==> src/rtl/pwm_cmp_mux_sync.sv <==
// Double-buffered compare-word selector for the PWM path: a shadow select is
// committed to the active select on a programmable counter event, then the word is registered.
module pwm_cmp_mux_sync #(
  parameter  int N_IN    = 8,
  parameter  int WIDTH   = 16,
  parameter  int RST_SEL = 0,
  localparam int SELW    = $clog2(N_IN)
) (
  input  logic                  clk,
  input  logic                  rst,
  input  logic [N_IN*WIDTH-1:0] in_data,
  input  logic                  en,
  input  logic [SELW-1:0]       sel_in,
  input  logic                  sel_wr,
  input  logic [1:0]            upd_mode,
  input  logic                  evt_zero,
  input  logic                  evt_prd,
  output logic [WIDTH-1:0]      out_data,
  output logic                  out_valid,
  output logic [SELW-1:0]       sel_active,
  output logic                  pend,
  output logic                  sel_err
);

  localparam logic [SELW:0]   NinW    = (SELW+1)'(N_IN);
  localparam logic [SELW-1:0] RstSelW = SELW'(RST_SEL);

  logic [SELW-1:0]  shadow_q, shadow_d;
  logic [SELW-1:0]  active_q, active_d;
  logic             pend_q, pend_d;
  logic             err_q, err_d;
  logic [WIDTH-1:0] out_q, out_d;
  logic             valid_q, valid_d;

  logic             wrOk;
  logic             ce;
  logic [WIDTH-1:0] word;

  // The extra leading zero keeps the range check exact when N_IN is a power of two.
  assign wrOk = sel_wr && ({1'b0, sel_in} < NinW);
  assign word = in_data[active_q*WIDTH +: WIDTH];

  always_comb begin
    ce = 1'b0;
    case (upd_mode)
      2'd0:    ce = 1'b1;
      2'd1:    ce = evt_zero;
      2'd2:    ce = evt_prd;
      default: ce = evt_zero | evt_prd;
    endcase
  end

  // A write coinciding with a commit event goes straight through to the active select.
  always_comb begin
    shadow_d = shadow_q;
    active_d = active_q;
    pend_d   = pend_q;
    err_d    = sel_wr && !wrOk;
    out_d    = out_q;
    valid_d  = valid_q;
    if (wrOk) shadow_d = sel_in;
    if (ce && wrOk) begin
      active_d = sel_in;
      pend_d   = 1'b0;
    end else if (ce && pend_q) begin
      active_d = shadow_q;
      pend_d   = 1'b0;
    end else if (wrOk) begin
      pend_d = 1'b1;
    end
    if (en) begin
      out_d   = word;
      valid_d = 1'b1;
    end
  end

  always_ff @(posedge clk or posedge rst) begin
    if (rst) begin
      shadow_q <= RstSelW;
      active_q <= RstSelW;
      pend_q   <= 1'b0;
      err_q    <= 1'b0;
      out_q    <= '0;
      valid_q  <= 1'b0;
    end else begin
      shadow_q <= shadow_d;
      active_q <= active_d;
      pend_q   <= pend_d;
      err_q    <= err_d;
      out_q    <= out_d;
      valid_q  <= valid_d;
    end
  end

  assign out_data   = out_q;
  assign out_valid  = valid_q;
  assign sel_active = active_q;
  assign pend       = pend_q;
  assign sel_err    = err_q;

endmodule

==> config.mk <==
export PLATFORM = sky130hd
export DESIGN_NAME = pwm_cmp_mux_sync
export DESIGN_NICKNAME = d
export VERILOG_FILES = /design/src/rtl/pwm_cmp_mux_sync.sv
export SDC_FILE = /design/constraint.sdc
export NUM_CORES = 1
export LEC_CHECK = 0
export CAP_MARGIN = 20
export CORE_MARGIN = 8
export CORE_UTILIZATION = 31
export DETAILED_ROUTE_END_ITERATION = 8
export MAX_ROUTING_LAYER = met4
export PLACE_DENSITY = 0.78
export SYNTH_ARGS = -nofsm -noshare
export SYNTH_HDL_FRONTEND = slang
export SYNTH_SLANG_ARGS = --single-unit
==> constraint.sdc <==
create_clock -name clk -period 1.3 [get_ports clk]
set_input_delay 0.26 -clock clk [delete_from_list [all_inputs] [get_ports clk]]
set_output_delay 0.26 -clock clk [all_outputs]
set_load 0.02 [all_outputs]
# Yosys cells after proc, flatten, opt, wreduce, memory -nomap -nowiden
# Cells that the tools add are included.
# word_totals
register_bits,24
input_bits,139
output_inout_bits,22
wordCells,20
# classes
eq_ne,2
n_shift,1
n_mux,6
bitwise,1
n_reduce_logical,5
# ops
operator,n
variable part select 128 x 8 -> 16 bit,1
2-to-1 mux 3 bit,2
2-to-1 mux 1 bit,3
one-hot mux 1 bit (3 select lines),1
nonzero test 3 bit,1
equality test 2 x 1 -> 1 bit (second input constant),1
equality test 2 bit (second input constant),1
logical AND 1 bit,2
logical NOT 2 bit,1
nonzero test 2 bit,1
OR 1 bit,1

# Depth between registers and ports, before layout
# Gate-level depths: netlist (run 1).
# logic_depth
depth_word,5
mapped_depth,6

# Least setup slack after synthesis (run 1)
# No wires, ideal clock.
# synth_timing
path_kind,reg-to-reg
start,"register active_q[0], in the netlist sel_active[0]"
end,"register out_q[3], in the netlist out_data[3]"
setup_time_ps,120
t_arrival_ps,1361
path_slack_ps,-182
path_stages_with_launch,7
period_less_slack_ps,1482
cell_sequence,dfrtp_1 -> buf_6 -> buf_8 -> buf_8 -> mux2i_1 -> nand3_1 -> a41o_1
# synth_between
elab_chain_cells,1
# synth_lines
item,line_no,source
start: declaration,29,"logic [SELW-1:0] active_q, active_d;"
start signal: assignment,80,active_q <= RstSelW;
start signal: assignment,87,active_q <= active_d;
variable part select 128 x 8 -> 16 bit,41,assign word = in_data[active_q*WIDTH +: WIDTH];
end signal: assignment,90,out_q <= out_d;
end: declaration,32,"logic [WIDTH-1:0] out_q, out_d;"
# Every way passes these cells.
# A chain may end at the register's enable or synchronous reset.

# Worst setup path after layout (run 1)
# layout_timing
start,"register active_q[0], in the netlist sel_active[0]"
end,"register out_q[8], in the netlist out_data[8]"
# The elaborated chain is that of the path after synthesis.

==> results of run 1 <==
path summary, 6_finish.rpt:
kind	from	end	slack (ns)	cells after the start
max	sel_active[0]	out_data[8]	-0.20	5
min	rst	pend	0.32	3
max reg2reg	sel_active[0]	out_data[8]	-0.20	5
min reg2reg	out_valid	out_valid	0.47	1
max in group asynchronous	rst	sel_active[0]	0.82	3
min in group clk	upd_mode[0]	pend	0.42	4
kinds of logic (layout without fill, tap and decap cells):
group / after synthesis / after routing / synth area share (%)
other: 1 / 1 / 0.177
buffers and inverters: 23 / 186 / 9.60
AO/OA/AOI/OAI: 50 / 50 / 20.4
AND/OR/NAND/NOR: 56 / 56 / 15.8
multiplexers: 54 / 54 / 25.8
flip-flops: 24 / 24 / 28.3
registers in the layout, indices dropped and copies added (netlist names):
register and flops:
out_data 16, sel_active 3, shadow_q 3, out_valid 1, pend 1
area by class of cell:
class	instances	area, um2	share of cell area [%]
Timing Repair Buffer	181	1930	46.5
Multi-Input combinational cell	161	1440	34.6
Sequential cell	24	607	14.6
Tap cell	80	100	2.41
Clock buffer	3	41.3	0.994
Clock inverter	1	30.0	0.723
Inverter	1	3.75	0.0904
layout by cell type, fill, tap and decap left out, types with 2 or more instances in the layout:
master             n
dfrtp_1           21
mux2i_4            2
clkdlybuf4s50_1  135
nor2_1             2
buf_8              2
buf_12             7
mux2i_2            5
dfrtp_2            2
a211o_1           16
a41o_1            16
a22oi_2           11
clkbuf_8           3
buf_16             2
nand3_1           15
mux2i_1           41
a22oi_1            6
dlygate4sd2_1     20
mux2_2             3
buf_6              3
mux2_1             2
nor2b_1           32
buf_4              6
clkbuf_16          3
worst reg2reg max path, delay by kind of cell (launching register included):
family                 cells  cell delay, ns
DFF                        1            0.51
buffers and inverters      2            0.33
muxes                      1            0.20
AOI/OAI and AO/OA          2            0.36
power by group:
| part | total, mW | internal [mW] | switching (mW) |
|---|---|---|---|
| Combinational | 3.03 | 1.68 | 1.35 |
| Sequential | 1.06 | 0.945 | 0.116 |
| Clock | 0.650 | 0.411 | 0.239 |
| Total | 4.74 | 3.04 | 1.70 |
metrics by stage:
stage,utilization [%],power (mW),cell area [um2]
after floorplan,-,2.67,2140
after global placement,57.0,3.78,3830
after detailed placement,57.0,3.83,3830
after CTS,58.9,4.49,3960
after global routing,61.8,5.03,4150
final,61.8,4.74,4150
metal layers:
layer	routed length (um)	part of all wire, %	vias up
li1	-	-	1123
met1	3690	42	1070
met2	4500	51	92
met3	560	6.3	6
met4	70	0.79	0
met5	0	0	-
what timing repair did:
item                                    CTS  global route
pin swaps                                 3            15
resized for setup                        39            28
buffers inserted                          0             3
cloned                                    1             4
endpoints found under the setup margin   40            19
==> impl_metrics.json, run 1 <==
{
  "p_leak_nw": 1.77,
  "synth.distinct_cells": 24,
  "cp_top_family": "flip-flops",
  "fin_skew_ns": 0.00407,
  "grtUsageMet2_pct": 29.5,
  "gr-max-usage-layer": "met2",
  "yosys.cell_count.top_type": "mux2i_1",
  "pre_cts_ws_ns": -0.413,
  "grt_pass1_vias": 2450,
  "drv_slew": 0,
  "ys_ff_latch": 24,
  "peakVddDrop_mv": 0.628,
  "synth_ff_type": "dfrtp_1",
  "grtUsageTotal_pct": 17.0,
  "pin_count": 161,
  "grt_pass1_wl_mm": 13.0,
  "insertion_delay_ns": 0.26,
  "hold_viol_final": 0,
  "place_inst": 440,
  "die_h_um": 98.8,
  "crit_buf_inv": 2,
  "synth_top_area_share_pct": 28.3,
  "cp.required_ns": 1.45,
  "avgViaCountPerCell": 5.08,
  "hold_buffers": 0,
  "dieArea_mm2": 0.00976,
  "path_class": "register to register",
  "cp-end-kind": "register",
  "vias": 2291,
  "cap_violations": 0,
  "avgSynthCellArea_um2": 10.2,
  "first_iter_violations": 67,
  "ctsHtreeMaxLevel": 1,
  "ys_seq_area_share_pct": 28.3,
  "die_x_um": 98.8,
  "startpoint_type": "register",
  "status": "finished, violations left",
  "worst_slack_ns": -0.202,
  "gp_congestion": 0.817,
  "use_met3_pct": 3.74,
  "clock.fmax_ghz": 0.666,
  "drive_gt1_share_pct": 16.2,
  "cts_made_buffers": 3,
  "area_growth_pct": 95.5,
  "drc": 0,
  "setup_tns_ns": -2.44,
  "failed_checks": "negative setup slack",
  "dpl.hpwl_mm": 7.06,
  "p_per_area_mw_per_mm2": 1140,
  "synthTopCellsByCount": "mux2i_1 (48), nor2b_1 (32), dfrtp_1 (24)",
  "rsz0062_at_grt": "yes",
  "ys_warn_count": 0,
  "synth_edf_count": 0,
  "rows": 30,
  "crit_slowest_cell": "dfrtp_4",
  "async_flop_share_pct": 100,
  "wl_per_cell_um": 19.6,
  "cts_tree": "done",
  "core_area_mm2": 0.00672,
  "root_buffer": "clkbuf_8",
  "grt_max_degree": 34,
  "final_antenna_net_count": 0,
  "grt_overflow": 0,
  "period_needed_ns": 1.50,
  "cts_max_path_buffers": 2,
  "synth_nets": 347,
  "synth_top_area_cell": "dfrtp_1",
  "final-setup-viol-count": 17,
  "worstPathMaxFanout": 7,
  "fillers": 580,
  "hold_path_class": "input pin to asynchronous set/reset pin",
  "clkTransAtPathRegs_ns": 0.09,
  "syn_inst": 208,
  "antenna_found_initial": 0,
  "initial_core_util_pct": 31.6,
  "synth_top_cells_by_area": "dfrtp_1 (28%), mux2i_1 (23%), nor2b_1 (9.4%)",
  "arrival_ns": 1.66,
  "antenna_cells": 0,
  "hold_ws_ns": 0.323,
  "dr.pass1.iters": 4,
  "nets": 511,
  "use_met1_pct": 19.9,
  "path_cells": "buf_12 -> clkbuf_16 -> mux2i_1 -> a22oi_1 -> a41o_1",
  "final_cells": 451,
  "wl_mm": 8.82,
  "critical-path-max-stage-delay_ns": 0.51,
  "portBuffers": 159,
  "netlist_area_mm2": 0.00212,
  "period_share_pct": 116,
  "numClockSinks": 24
}
(Power assumes the default switching activity.)
==> run 2, diff against run 1 <==
Settings changed: CORE_MARGIN 8 to not set.
==> run 2 against run 1 <==
Against the previous run:
- the flow finishes with violations (design-rule violations, negative setup slack)
- die area down 26%
- combinational power about the same
- sequential cell count unchanged
- design area down 0.33%
- non-clock buffer count up 7
- routed wire length down 8.7%
- via count up 0.96%
- sequential power about the same
- critical endpoint is now out_data[2]
- highest routed layer unchanged
==> impl_metrics.json, run 2 (synthesis results as in run 1) <==
{
  "layout_common_cells": "clkdlybuf4s50_1 (135), mux2i_1 (40), nor2b_1 (32)",
  "totalPowerFinal_mw": 4.56,
  "vias": 2313,
  "hold_viol_final": 0,
  "multi_input_area_mm2": 0.00145,
  "cts_max_path_buffers": 2,
  "dpl.hpwl_mm": 6.09,
  "r2r_start": "sel_active[0]",
  "path_class": "register to register",
  "rsz0062_at_grt": "yes",
  "final-setup-viol-count": 16,
  "cp_top_family": "flip-flops",
  "p_comb_share_pct": 66.6,
  "drive_gt1_share_pct": 17.4,
  "antenna_found_initial": 0,
  "pre_cts_ws_ns": -0.406,
  "portBuffers": 159,
  "core_area_mm2": 0.00649,
  "drv_slew": 0,
  "pin_count": 161,
  "setup_tns_ns": -2.09,
  "failed_checks": "design-rule violations, negative setup slack",
  "wl_mm": 8.05,
  "dr.pass1.iters": 7,
  "ctsHtreeMaxLevel": 1,
  "avgViaCountPerCell": 5.07,
  "p_per_area_mw_per_mm2": 1100,
  "rows": 29,
  "die_h_um": 84.8,
  "r2r_slack_ns": -0.16,
  "critical-path-max-stage-delay_ns": 0.50,
  "p_int_mw": 2.85,
  "wl_per_cell_um": 17.7,
  "sw_frac_of_total_pct": 37.5,
  "worstPathMaxFanout": 8,
  "first_iter_violations": 79,
  "status": "finished, violations left",
  "cts_made_buffers": 3,
  "crit_buf_inv": 2,
  "cp-end-kind": "register",
  "mostFrequentLayoutCell": "clkdlybuf4s50_1",
  "die_x_um": 84.8,
  "clkTransAtPathRegs_ns": 0.09,
  "peakVddDrop_mv": 0.528,
  "cp.required_ns": 1.47,
  "period_share_pct": 112,
  "cts_tree": "done",
  "drc": 13,
  "ff_latch_area_um2": 607,
  "grt_max_degree": 26,
  "antenna_cells": 0,
  "p_leak_nw": 1.78,
  "cp-startpoint": "sel_active[0]",
  "final_antenna_net_count": 0,
  "area_growth_pct": 94.8,
  "numClockSinks": 24,
  "r2r-end": "out_data[2]",
  "grtUsageTotal_pct": 21.7,
  "insertion_delay_ns": 0.27,
  "gp_congestion": 0.770,
  "p_switching_mw": 1.71,
  "nets": 519,
  "fillers": 564,
  "period_needed_ns": 1.46,
  "p_clk_share_pct": 10.0,
  "grt_pass1_wl_mm": 11.9,
  "path_cells": "buf_6 -> buf_12 -> mux2i_2 -> a22oi_2 -> a41o_1",
  "root_buffer": "clkbuf_8",
  "hold_path_class": "input pin to asynchronous set/reset pin",
  "seqPwrFrac_pct": 23.4,
  "grt_overflow": 0,
  "startpoint_type": "register",
  "cap_violations": 0,
  "clock.fmax_ghz": 0.684,
  "largest_reg_flops": 16,
  "initial_core_util_pct": 32.7,
  "dieArea_mm2": 0.00719,
  "worst_slack_ns": -0.162,
  "fin_skew_ns": 0.00734,
  "crit_slowest_cell": "dfrtp_4",
  "arrival_ns": 1.63,
  "grt_pass1_vias": 2431,
  "rr_worst_depth": 5
}
-- run 2: worst register-to-register path: stages (launching register included) --
cell and delay, ns:
dfrtp_4 0.50, buf_6 0.15, buf_12 0.15, mux2i_2 0.20, a22oi_2 0.13, a41o_1 0.24
-- run 2: repair_timing --
action                                  4_1_cts  5_1_grt
hold buffers                                  0        0
pin swaps                                     6       13
resized for setup                            44       24
gates cloned                                  1        3
setup buffers                                 3        4
endpoints found under the setup margin       40       20
-- run 2: worst max-delay path by stage --
stage	to	slack [ns]	cells after the start
CTS	out_data[11]	-0.13	4
finish	out_data[2]	-0.16	5
detailed placement	sel_active[1]	-0.41	4
floorplan	out_data[10]	-0.12	6
global placement	sel_active[2]	-0.36	4
global route	out_data[14]	-0.21	5
-- run 2: power groups by stage --
stage | combinational [mW] | clock [mW] | sequential, mW
floorplan | 1.39 | 0 | 1.28
global placement | 2.68 | 0 | 1.10
detailed placement | 2.71 | 0 | 1.11
CTS | 2.76 | 0.466 | 1.10
global route | 3.22 | 0.502 | 1.10
finish | 3.04 | 0.455 | 1.07
-- run 2: area by class of cell --
| cell class | instances | share of cell area, % |
|---|---|---|
| clock buffers | 4 | 1.09 |
| inverters | 1 | 0.0907 |
| multi-input cells | 162 | 34.9 |
| flip-flops and latches | 24 | 14.7 |
| well taps | 77 | 2.33 |
| repair buffers | 188 | 46.9 |
-- run 2: per-stage QoR --
stage / area (um2) / hold slack, ns / instances / util [%]
2_1_floorplan: 2140 / 0.274 / 208 / -
3_3_place_gp: 3840 / 0.462 / 441 / 59.2
3_5_place_dp: 3840 / 0.464 / 441 / 59.2
4_1_cts: 3970 / 0.315 / 449 / 61.0
5_1_grt: 4140 / 0.331 / 456 / 63.7
6_report: 4140 / 0.314 / 456 / 63.7
-- run 2: metal layers --
metal | wire [um] | vias up | track usage [%]
met5 | 0 | - | -
met4 | 54 | 0 | 4.47
met3 | 665 | 5 | 4.82
met2 | 4010 | 90 | 37.2
met1 | 3320 | 1087 | 26.3
li1 | - | 1131 | -
